===== src/rtl/approx_stats_pkg.sv =====
// Shared types, constants and helpers for the approximate-adder error monitor.
package approx_stats_pkg;

   // Run-control states of the accumulator.
   typedef enum logic [1:0] {
      IDLE  = 2'd0,
      ACCUM = 2'd1,
      DONE  = 2'd2
   } state_t;

   // Default adder operand width and the matching {cout, sum} result width.
   localparam int ADDER_W = 16;
   localparam int RES_W   = ADDER_W + 1;

   // Working width of the saturating adder; every accumulator (including the
   // 2*ACC_W squared-error sum) must fit inside it, so ACC_W is capped at 64.
   localparam int SAT_W = 128;

   // Unsigned add that clamps to the all-ones value of a w-bit accumulator.
   // Operands are zero-extended into SAT_W bits by the caller; b may exceed
   // the w-bit limit, in which case the result is clamped as well.
   function automatic logic [SAT_W-1:0] sat_add(input logic [SAT_W-1:0] a,
                                                input logic [SAT_W-1:0] b,
                                                input int unsigned      w);
      logic [SAT_W:0]   sum_s;
      logic [SAT_W-1:0] lim_s;
      sum_s = {1'b0, a} + {1'b0, b};
      lim_s = {SAT_W{1'b1}} >> (SAT_W - int'(w));
      if (sum_s > {1'b0, lim_s}) begin
         sat_add = lim_s;
      end else begin
         sat_add = sum_s[SAT_W-1:0];
      end
   endfunction

endpackage


===== src/rtl/approx_error_accumulator_abs_diff.sv =====
// Unsigned error distance |a - b| between the exact and approximate results,
// plus a flag telling whether the two results differ at all.
module abs_diff
   import approx_stats_pkg::*;
#(
   parameter int W = RES_W
) (
   input  logic [W-1:0] a,
   input  logic [W-1:0] b,
   output logic [W-1:0] ed,
   output logic         nz
);

   // Subtract the smaller from the larger so the result is never negative.
   always_comb begin
      ed = {W{1'b0}};
      if (a >= b) begin
         ed = a - b;
      end else begin
         ed = b - a;
      end
      nz = (ed != {W{1'b0}});
   end

endmodule


===== src/rtl/approx_error_accumulator.sv =====
// Approximate-adder quality monitor: accumulates error-distance statistics
// over a window of WINDOW accepted samples, then pulses done for one cycle.
// Optional build macro APPROX_ERR_SQ_EN adds the ed_sq_sum output (sum of
// squared error distances, for MSE); without it the port and squarer are absent.
module approx_error_accumulator
   import approx_stats_pkg::*;
#(
   parameter int WIDTH  = ADDER_W,
   parameter int WINDOW = 1024,
   parameter int ACC_W  = 32
) (
   input  logic               clk,
   input  logic               rst,
   input  logic               start,
   input  logic               in_valid,
   output logic               in_ready,
   input  logic [WIDTH:0]     exact_sum,
   input  logic [WIDTH:0]     approx_sum,
   output logic               busy,
   output logic               done,
   output logic [ACC_W-1:0]   sample_count,
   output logic [ACC_W-1:0]   err_count,
   output logic [ACC_W-1:0]   ed_sum,
   output logic [WIDTH:0]     ed_max
`ifdef APPROX_ERR_SQ_EN
   ,
   output logic [2*ACC_W-1:0] ed_sq_sum
`endif
);

   localparam int RES_LEN = WIDTH + 1;

   state_t               state_r;
   state_t               state_next;
   logic                 in_ready_r;
   logic                 busy_r;
   logic                 done_r;
   logic [ACC_W-1:0]     sample_count_r;
   logic [ACC_W-1:0]     err_count_r;
   logic [ACC_W-1:0]     ed_sum_r;
   logic [RES_LEN-1:0]   ed_max_r;
   logic [RES_LEN-1:0]   ed_s;
   logic                 nz_s;
   logic                 accept_s;
   logic                 last_s;
   logic                 clear_s;

   abs_diff #(
      .W (RES_LEN)
   ) u_abs_diff (
      .a  (exact_sum),
      .b  (approx_sum),
      .ed (ed_s),
      .nz (nz_s)
   );

   // in_ready_r mirrors the ACCUM state, so it doubles as the accept gate.
   assign accept_s = in_valid && in_ready_r;
   assign last_s   = (sample_count_r == ACC_W'(WINDOW - 1));
   assign clear_s  = (state_r == IDLE) && start;

   // Run-control state register.
   always_ff @(posedge clk) begin
      if (rst) begin
         state_r <= IDLE;
      end else begin
         state_r <= state_next;
      end
   end

   // Next-state logic: start only counts in IDLE, DONE lasts one cycle.
   always_comb begin
      state_next = state_r;
      case (state_r)
         IDLE: begin
            if (start) begin
               state_next = ACCUM;
            end else begin
               state_next = IDLE;
            end
         end
         ACCUM: begin
            if (accept_s && last_s) begin
               state_next = DONE;
            end else begin
               state_next = ACCUM;
            end
         end
         DONE:    state_next = IDLE;
         default: state_next = IDLE;
      endcase
   end

   // Status outputs registered from the next state so they align with it.
   always_ff @(posedge clk) begin
      if (rst) begin
         in_ready_r <= 1'b0;
         busy_r     <= 1'b0;
         done_r     <= 1'b0;
      end else begin
         in_ready_r <= (state_next == ACCUM);
         busy_r     <= (state_next == ACCUM);
         done_r     <= (state_next == DONE);
      end
   end

   // Window statistics: cleared on a honoured start, updated per accepted sample.
   always_ff @(posedge clk) begin
      if (rst || clear_s) begin
         sample_count_r <= {ACC_W{1'b0}};
         err_count_r    <= {ACC_W{1'b0}};
         ed_sum_r       <= {ACC_W{1'b0}};
         ed_max_r       <= {RES_LEN{1'b0}};
      end else if (accept_s) begin
         sample_count_r <= sample_count_r + ACC_W'(1);
         err_count_r    <= err_count_r + ACC_W'(nz_s);
         ed_sum_r       <= ACC_W'(sat_add(SAT_W'(ed_sum_r), SAT_W'(ed_s), ACC_W));
         ed_max_r       <= (ed_s > ed_max_r) ? ed_s : ed_max_r;
      end else begin
         sample_count_r <= sample_count_r;
         err_count_r    <= err_count_r;
         ed_sum_r       <= ed_sum_r;
         ed_max_r       <= ed_max_r;
      end
   end

`ifdef APPROX_ERR_SQ_EN
   logic [2*ACC_W-1:0] ed_sq_sum_r;
   logic [SAT_W-1:0]   ed_sq_s;

   // Square of the same error distance, registered alongside the other stats.
   always_comb begin
      ed_sq_s = SAT_W'(ed_s) * SAT_W'(ed_s);
   end

   // Saturating squared-error accumulator for MSE.
   always_ff @(posedge clk) begin
      if (rst || clear_s) begin
         ed_sq_sum_r <= {(2*ACC_W){1'b0}};
      end else if (accept_s) begin
         ed_sq_sum_r <= (2*ACC_W)'(sat_add(SAT_W'(ed_sq_sum_r), ed_sq_s, 2*ACC_W));
      end else begin
         ed_sq_sum_r <= ed_sq_sum_r;
      end
   end

   assign ed_sq_sum = ed_sq_sum_r;
`else
   // Squared-error statistics are not built in this configuration.
`endif

   assign in_ready     = in_ready_r;
   assign busy         = busy_r;
   assign done         = done_r;
   assign sample_count = sample_count_r;
   assign err_count    = err_count_r;
   assign ed_sum       = ed_sum_r;
   assign ed_max       = ed_max_r;

endmodule

===== config.mk =====
export PLATFORM = sky130hd
export DESIGN_NAME = approx_error_accumulator
export DESIGN_NICKNAME = d
export VERILOG_FILES = /design/src/rtl/approx_stats_pkg.sv /design/src/rtl/approx_error_accumulator_abs_diff.sv /design/src/rtl/approx_error_accumulator.sv
export SDC_FILE = /design/constraint.sdc
export NUM_CORES = 1
export LEC_CHECK = 0
export CAP_MARGIN = 20
export CORE_MARGIN = 2
export CORE_UTILIZATION = 35
export DETAILED_ROUTE_END_ITERATION = 6
export HOLD_SLACK_MARGIN = 0.06
export PLACE_DENSITY = 0.66
export SLEW_MARGIN = 5
export SYNTH_ARGS = -nofsm -noshare
export SYNTH_HDL_FRONTEND = slang
export SYNTH_SLANG_ARGS = --single-unit

===== constraint.sdc =====
create_clock -name clk -period 5.6 [get_ports clk]
set_input_delay 1.4 -clock clk [delete_from_list [all_inputs] [get_ports clk]]
set_output_delay 1.4 -clock clk [all_outputs]
set_load 0.1 [all_outputs]

Word-level counts from Yosys, hierarchy flattened
Index checks and enable logic that the tools add are counted.
Storage, ports and cells
  flip-flop bits (word level): 117
  bits of input ports: 38
  output and inout port bits: 116
  word-level logic and storage cells: 31
Operators by class
  $add $sub $neg: 5
  magnitude comparators: 3
  eq/ne operators: 4
  muxes and demuxes: 5
  reduce and logical (&&, ||, !) cells: 7
Operators with widths (number)
  $sub 17x17->17: 2
  $add 32x17->33: 1
  $gt 33x32->1 const B: 1
  $add 32x1->32: 1
  $add 32x1->32 const B: 1
  $eq 32x10->1 const B: 1
  $mux 32: 1
  $ge 17x17->1: 1
  $gt 17x17->1: 1
  $mux 17: 1
  $reduce_bool 17->1: 1
  $eq 2x1->1 const B: 2
  $pmux 2 s2: 1
  $logic_and 1x1->1: 3
  $eq 2x2->1 const B: 1
  $logic_not 2->1: 1
  $mux 2: 1
  $reduce_and 2->1: 1
  $logic_or 1x1->1: 1
  $mux 1: 1

Logic depth before layout (Yosys ltp)
Gate-level depths: netlist of the first run.
  depth in word-level cells: 5
  depth in mapped cells: 25
  depth with buffers taken out: 25

Modules after synthesis
Synthesis of the first run repeated with hierarchy kept, for this count alone.
Unflattened totals
  cell total of the unflattened synthesis: 957
  area, all modules: 7880.1 um^2
Modules (own cells, without submodules)
  approx_error_accumulator: times used 1, cells each 713, area an instance 6082.1 um^2, seq. area each 2342.2 um^2
  abs_diff: times used 1, cells each 244, area an instance 1798.0 um^2, seq. area each 0.0 um^2

Least setup slack after synthesis of the first run
Ideal clock, no wire load.
  kind: input -> register
  start: in exact_sum[13]
  end: reg err_count_r[29] (netlist: err_count[29])
  library setup time: 0.067 ns
  data arrival time: 5.813 ns
  required time: 5.533 ns
  path slack: -0.279 ns
  stages on the path: 24
  buffers on the path: 3
  cell sequence: inv_1 > ha_1 > buf_2 > nand4_1 > o41ai_4 > a21oi_2 > o21ai_4 > buf_2 > mux2_1 > a31oi_1 > xnor2_1 > nor2_1 > nand4_1 > ha_1 > and4_1 > and2b_1 > and2_1 > nand2b_1 > or3_1 > clkbuf_1 > nor3_1 > nand3_1 > xor2_1 > nor2_1
Between the ends
  longest elaborated chain between the ends: 4
  elaborated cells on any way between the ends: 6
  those cells by class: 3 x add/sub; 1 x order compare; 1 x mux; 1 x reduce/logical
Ends and longest elaborated chain
  from (decl): line approx_error_accumulator.sv:17  | input logic [WIDTH:0] exact_sum,
  $ge 17x17->1: line approx_error_accumulator_abs_diff.sv:17  | if (a >= b) begin
  $mux 17: line approx_error_accumulator_abs_diff.sv:17
  named net ed_s[10]: line approx_error_accumulator.sv:42  | logic [RES_LEN-1:0] ed_s;
  $reduce_bool 17->1: line approx_error_accumulator_abs_diff.sv:22  | nz = (ed != {W{1'b0}});
  $add 32x1->32: line approx_error_accumulator.sv:116  | err_count_r <= err_count_r + ACC_W'(nz_s);
  to (signal assigned): line approx_error_accumulator.sv:111  | err_count_r <= {ACC_W{1'b0}};
  to (signal assigned): line approx_error_accumulator.sv:116
  to (signal assigned): line approx_error_accumulator.sv:121  | err_count_r <= err_count_r;
  to (decl): line approx_error_accumulator.sv:39  | logic [ACC_W-1:0] err_count_r;
The timed path passes the listed nets, and every way through them passes these cells.
A chain may end at the register's enable or synchronous reset.

Final worst setup path of the first run
  start: in approx_sum[0]
  end: reg err_count_r[25] (netlist: err_count[25])
Between the ends
  longest elaborated chain between the ends: 4
  elaborated cells on any way between the ends: 6
  those cells by class: 3 x add/sub; 1 x order compare; 1 x mux; 1 x reduce/logical
Ends and longest elaborated chain
  from (decl): line approx_error_accumulator.sv:18  | input logic [WIDTH:0] approx_sum,
  $sub 17x17->17, or another cell as far along: line approx_error_accumulator_abs_diff.sv:20  | ed = b - a;
  $mux 17 *: line approx_error_accumulator_abs_diff.sv:17
  named net ed_s[4]: line approx_error_accumulator.sv:42
  $reduce_bool 17->1 *: line approx_error_accumulator_abs_diff.sv:22
  $add 32x1->32 *: line approx_error_accumulator.sv:116
The timed path passes the listed nets; every way through them passes the cells marked *.

==> results.ini, run 1 <==
[power]
part_of_the_total_power_dissipated_in_sequential_elements_pct=27.4
power_frac_clock_pct=37.9
cellPowerDensity_mw_per_mm2=259
worst_ir_drop_vdd_mv=0.205
net-switching-power_mw=1.02
static-leakage-power_nw=5.09
cellInternalPower_mw=2.12
comb_power_share_pct=34.7
power.switching_fraction_pct=32.5

[synthesis]
synth_top_family_by_area=simple AND/OR/NAND/NOR gates
synth_enable_flop_cells=0
synthesis.yosys.warnings=0
yosys.area_share.simple_pct=21.3
synth_cell_types=66
share_of_cell_area_taken_by_muxes_after_synthesis_pct=3.83
syn_avg_cell_area_um2=8.09
synth_seq_area_share_pct=30.4
yosys_register_bits=117
synth_fa_ha_area_share_pct=12.2
share_of_yosys_cell_area_claimed_by_the_top_area_cell_type_pct=30.4
netlist.top_cell.by_area=dfxtp_1
yosys_most_used_dff=dfxtp_1
post_synth_inst_count=952
synth-compound-area-share_pct=17.0
mappedNetlistArea_mm2=0.00770
synth_async_sr_flop_share_pct=0
yosys.area_share.xor_xnor_pct=9.88
postSynthNetCount=1063
netlist_top_cells_area=dfxtp_1 (30%), ha_1 (11%), nor2_1 (6.2%)

[routing]
postRouteAntennaNets=0
drt-vias-per-instance=5.04
route.detailed.drc=0
detail_route.wl_per_cell_um=14.6
route.vias.total=8008
wl_um=23200
detail_route.iter0.violations=236
firstDrtPassIters=4

[clock_tree]
clk_transition_reported_paths_ps=60
cts-htree-levels=4
cts_num_sinks=117
clockRootBuffer=clkbuf_16
clk-insertion-delay-late_ps=420
cts_hold_buffers=0
cts_max_path_buffers=2
tritoncts=done
cts-buffers-inserted=17

[grt]
number_of_antenna_violations_at_the_first_check_in_global_routing=0
grt_max_degree=45
gr-usage-all-layers_pct=19.7
via_count_of_the_first_global_routing_pass=7804
globalRouteOverflowTotal=0
grt_first_pass_wirelength_um=38000

[setup_path]
worst_setup_path_start_kind=primary input
worst_r2r_startpoint=ed_sum[0]
timing.critical_path.slowest_cell_delay_ps=420
cell_with_the_biggest_individual_delay_on_the_critical_path=or3_4
crit_type=in2reg
path_common_cell=buf_4
cp.required_ps=5900
largest_driver_fanout_on_the_critical_path=4
rrSetupSlack_ps=2820
worst_path_arrival_ps=5680
rr_endpoint=ed_sum[2]
worst-r2r-cell-count=11
crit_path_end_kind=register

[sta]
normalized_max_slew_margin_pct=28.7
final-setup-viol-count=0
layout_min_cycle_time_ps=5380
final-hold-violation-count=0
maxSlewViolCount=0
period_share_pct=96.1
fin_setup_tns_ps=0
finalClockSkew_ps=8.51
max_clock_freq_mhz=186
worst_slew_pin_slew_ps=1070

[min_path]
number_of_cells_on_the_worst_hold_path=1
worst_hold_path.endpoint=state_r[0]
min-delay-start=state_r[1]
class_of_the_worst_hold_path=reg2reg

[finish]
drive_gt1_share_pct=27.9
nNetsFinal=1407
mostFrequentLayoutCell=buf_4
syn2layout_area_growth_pct=57.5
most-common-layout-cells=buf_4 (199), nor2_1 (124), clkdlybuf4s50_1 (121), dfxtp_1 (117), a21oi_1 (72)
layout.cells.non_filler=1589
insertedDiodeCount=0

[floorplanning]
die_area_mm2=0.0232
die_w_um=152
rows=54
die_height_um=152
floorplan.core_area_mm2=0.0217
num_io_pins=154
initial_utilization_pct=35.5

[placement]
place.port_buffers=153
dp.cells=1531
dp_hpwl_um=17600
gp_congestion=0.922

[status]
result_of_the_run=finished clean

[run]
drv.max_cap_violation_count=0

cell usage after synthesis, types with 3 or more instances:
master	count
nor2_1	127
dfxtp_1	117
a21oi_1	81
inv_1	71
ha_1	70
xor2_1	51
nand2_1	49
nand3_1	42
o21ai_0	41
xnor2_1	34
mux2i_1	25
nand4_1	25
nor3_1	23
and3_1	20
clkbuf_1	19
a21o_1	13
or3_1	12
o21a_1	10
a211oi_1	8
buf_2	8
o21bai_1	8
a31oi_1	7
nor2b_1	7
nor4_1	6
and2_1	5
and4_1	5
nand2b_1	5
a2111oi_0	4
or2_2	4
fa_1	3
o21ai_1	3
o31ai_1	3
or4_1	3
metal layers:
metal	track usage, %	vias up	routed length (µm)
met5	0	-	0
met4	4.85	0	285
met3	3.53	21	1120
met2	35.5	182	11600
met1	24.3	3780	10200
li1	-	4025	-
power by group through the flow:
stage	clock (mW)	sequential [mW]	combinational, mW
after detailed placement	0	0.880	1.01
after global placement	0	0.880	0.994
final	1.19	0.862	1.09
after CTS	1.21	0.862	1.06
after floorplan	0	0.973	0.505
after global routing	1.25	0.864	1.19
critical path: cells and delay by family:
| family | cells | cell delay, ps |
|---|---|---|
| xor+xnor | 2 | 360 |
| simple gates | 11 | 1710 |
| fa+ha+maj | 3 | 770 |
| mux | 1 | 70 |
| buf+inv | 10 | 970 |
| compound gates | 2 | 370 |
what timing repair did:
item / in CTS / in global routing
buffers inserted: 21 / 5
gates resized for setup: 72 / 94
endpoints found under the setup margin: 63 / 63
pin swaps: 29 / 46
flip-flops by register name, summed over array words and instances, names as in the netlist:
register / flops
ed_sum: 32
sample_count: 32
state_r: 2
ed_max: 17
done: 1
busy: 1
err_count: 32
worst max-delay path by stage:
stage                   startpoint       endpoint  slack (ps)  cells after the start
finish               approx_sum[0]  err_count[25]         220                     29
detailed placement    exact_sum[3]  err_count[21]        -840                     22
floorplan            exact_sum[11]  err_count[29]        -160                     25
global route         approx_sum[0]  err_count[31]         -10                     28
global placement      exact_sum[1]  err_count[29]        -680                     24
CTS                 approx_sum[10]  err_count[21]           4                     22
kinds of logic (layout without fill, tap and decap cells):
family / Yosys count / after routing
and+or+nand+nor: 339 / 339
AOI/OAI and AO/OA: 205 / 205
adders and majority gates: 73 / 73
muxes: 29 / 29
buffers and inverters: 103 / 460
DFF: 117 / 117
xor gates and xnor gates: 86 / 86
area by class of cell:
type	instances	area, µm²
clock buffers	17	425
flip-flops and latches	117	2340
well taps	280	350
clock inverters	15	220
inverters	71	274
fillers	1922	9560
repair buffers	357	3020
multi-input cells	732	5500
metrics by stage:
| stage | power (mW) | setup WS [ps] | hold slack (ps) | instance area [µm²] | util, % |
|---|---|---|---|---|---|
| final | 3.14 | 217 | 484 | 12100 | 55.9 |
| after floorplan | 1.48 | -162 | 439 | 7850 | - |
| after detailed placement | 1.89 | -836 | 477 | 10900 | 50.2 |
| after global routing | 3.30 | -12.8 | 512 | 12100 | 55.9 |
| after global placement | 1.87 | -675 | 478 | 10900 | 50.2 |
| after CTS | 3.14 | 3.68 | 484 | 11900 | 55.1 |
Power figures use the tool's default switching activity.
==> run 2, diff against run 1 <==
--- a/config.mk
+++ b/config.mk
@@ -5,6 +5,7 @@
 export SDC_FILE = /design/constraint.sdc
 export NUM_CORES = 1
 export LEC_CHECK = 0
+export ABC_CLOCK_PERIOD_IN_PS = 5600
 export CAP_MARGIN = 20
 export CORE_MARGIN = 2
 export CORE_UTILIZATION = 35
==> constraint.sdc (replaced) <==
create_clock -name clk -period 5.6 [get_ports clk]
set_input_delay 1.12 -clock clk [delete_from_list [all_inputs] [get_ports clk]]
set_output_delay 1.12 -clock clk [all_outputs]
set_load 0.1 [all_outputs]
==> run 2 against run 1 <==
  * Worst setup slack got worse by 51 ps
  * Worst hold slack got worse by 2.1 ps
  * Highest routed layer unchanged
  * First-iteration DRC count increased by 72%
  * Register-to-register slack about the same
  * Sequential power about the same
  * Clock skew rose by 0.78 ps
  * Cell count is 1.6% lower
  * Via count shrank 1.3%
  * Power decreased by 3.0%
==> results.ini, run 2 (synthesized netlist as in run 1, its figures left out) <==
[sta]
final-hold-violation-count=0
maxSlewViolCount=0
final-setup-viol-count=0
normalized_max_slew_margin_pct=30.2
worst_slew_pin_slew_ps=1040
period_share_pct=97.0
max_clock_freq_mhz=184
layout_min_cycle_time_ps=5430
finalClockSkew_ps=9.28

[finish]
fillers=1982
nNetsFinal=1382
mostFrequentLayoutCell=buf_4
final_area_mm2=0.0118
insertedDiodeCount=0
most-common-layout-cells=buf_4 (172), clkdlybuf4s50_1 (138), nor2_1 (124), dfxtp_1 (117), a21oi_1 (76)
syn2layout_area_growth_pct=53.6
drive_gt1_share_pct=22.3
layout.cells.non_filler=1564

[grt]
grt_first_pass_wirelength_um=36600
globalRouteOverflowTotal=0
via_count_of_the_first_global_routing_pass=7594
grt.met3_usage_pct=3.98
number_of_antenna_violations_at_the_first_check_in_global_routing=0
grt_max_degree=49
met2_usage_pct=33.7
gr-max-usage-layer=met2
gr-usage-all-layers_pct=18.9
met1_track_demand_over_resource_in_global_routing_pct=22.9

[routing]
detail_route.wl_per_cell_um=14.5
firstDrtPassIters=5
wl_um=22700
route.vias.total=7903
postRouteAntennaNets=0
drt-vias-per-instance=5.05
detail_route.iter0.violations=406
route.detailed.drc=0

[power]
cellPowerDensity_mw_per_mm2=258
static-leakage-power_nw=4.96
worst_ir_drop_vdd_mv=0.203

[placement]
placement.cell_area_mm2=0.0107
dp.cells=1520
gp_congestion=0.948
dp_hpwl_um=17500
place.port_buffers=153

[setup_path]
worst_r2r_startpoint=busy
cell_with_the_biggest_individual_delay_on_the_critical_path=clkdlybuf4s50_1
timing.critical_path.slowest_cell_delay_ps=470
worst-r2r-cell-count=10
worst_path_arrival_ps=5790
crit_type=in2reg
rrSetupSlack_ps=2810
worst_setup_path_start_kind=primary input
rr_endpoint=err_count[21]
worstSetupStartpoint=approx_sum[15]
cp.required_ps=5950
crit_path_end_kind=register
largest_driver_fanout_on_the_critical_path=6
cp_cell_sequence=clkdlybuf4s50_1, ha_4, nand4_1, buf_4, o41ai_4, a21oi_4, o21a_4, buf_4, mux2i_2, o311ai_2, xor2_1, and4b_1, nand4_1, ha_2, and4_1, and2b_1, and2_4, nand2b_1, or3_4, buf_6, or3_4, a21oi_2

[clock_tree]
cts-buffers-inserted=17
cts-htree-levels=4
clk-insertion-delay-late_ps=420
clockRootBuffer=clkbuf_16
cts_num_sinks=117
clk_transition_reported_paths_ps=50
cts_max_path_buffers=2
tritoncts=done
cts_hold_buffers=0

[floorplanning]
die_area_mm2=0.0232
floorplan.core_area_mm2=0.0217
die_height_um=152
die_w_um=152
rows=54
initial_utilization_pct=35.5
num_io_pins=154

[min_path]
worst_hold_path.endpoint=err_count[0]
min-delay-start=err_count[0]
number_of_cells_on_the_worst_hold_path=2
class_of_the_worst_hold_path=reg2reg

[status]
result_of_the_run=finished clean

[run]
drv.max_cap_violation_count=0

-- run 2: final cells by class --
class / instances / area [µm²] / share of cell area (%)
Clock buffer: 20 / 467 / 3.94
Inverter: 71 / 267 / 2.25
Timing Repair Buffer: 332 / 2970 / 25.1
Sequential cell: 117 / 2340 / 19.8
Tap cell: 280 / 350 / 2.96
Clock inverter: 12 / 153 / 1.29
Multi-Input combinational cell: 732 / 5280 / 44.6
-- run 2: per-layer routing --
metal,vias up,routed length [µm],part of all wire (%)
met5,-,0,0
met4,0,486,2.1
met3,35,1120,5.0
met2,211,11200,50
met1,3664,9810,43
li1,3993,-,-
-- run 2: how the worst max path moves through the flow --
stage	to	slack, ps	depth (start not counted)
floorplan	err_count[29]	0.7	24
global placement	err_count[20]	-420	25
detailed placement	ed_max[1]	-540	24
CTS	ed_max[1]	-20	24
global route	err_count[29]	-30	24
finish	err_count[21]	170	22
-- run 2: critical path: cells and delay by family --
family	cells	cell delay [ps]
AND/OR/NAND/NOR	9	1820
multiplexers	1	180
buffers and inverters	4	930
XOR/XNOR	1	240
adder cells (fa/ha/maj)	2	510
AO/OA/AOI/OAI	5	960
-- run 2: metrics by stage --
| step | setup slack, ps | utilization (%) | TNS, ps | hold WS, ps | power (mW) |
|---|---|---|---|---|---|
| after global placement | -424 | 49.6 | -19230 | 460 | 1.86 |
| final | 166 | 54.6 | 0 | 482 | 3.05 |
| after floorplan | 0.692 | - | 0 | 439 | 1.46 |
| after detailed placement | -540 | 49.6 | -26530 | 472 | 1.87 |
| after global routing | -32.1 | 54.6 | -96.3 | 517 | 3.21 |
| after CTS | -16.1 | 52.7 | -25.5 | 485 | 3.02 |
-- run 2: where the power goes --
| group | total, mW | switching [mW] | internal, mW | leakage [nW] |
|---|---|---|---|---|
| combinational | 1.05 | 0.556 | 0.498 | 3.72 |
| clock | 1.13 | 0.400 | 0.733 | 0.294 |
| sequential | 0.862 | 0.0148 | 0.847 | 0.945 |
-- run 2: repair_timing --
item                                    in CTS  in global routing
pin swaps                                    4                 39
buffers inserted                             3                  9
endpoints found under the setup margin      34                 61
resized for setup                            6                 76
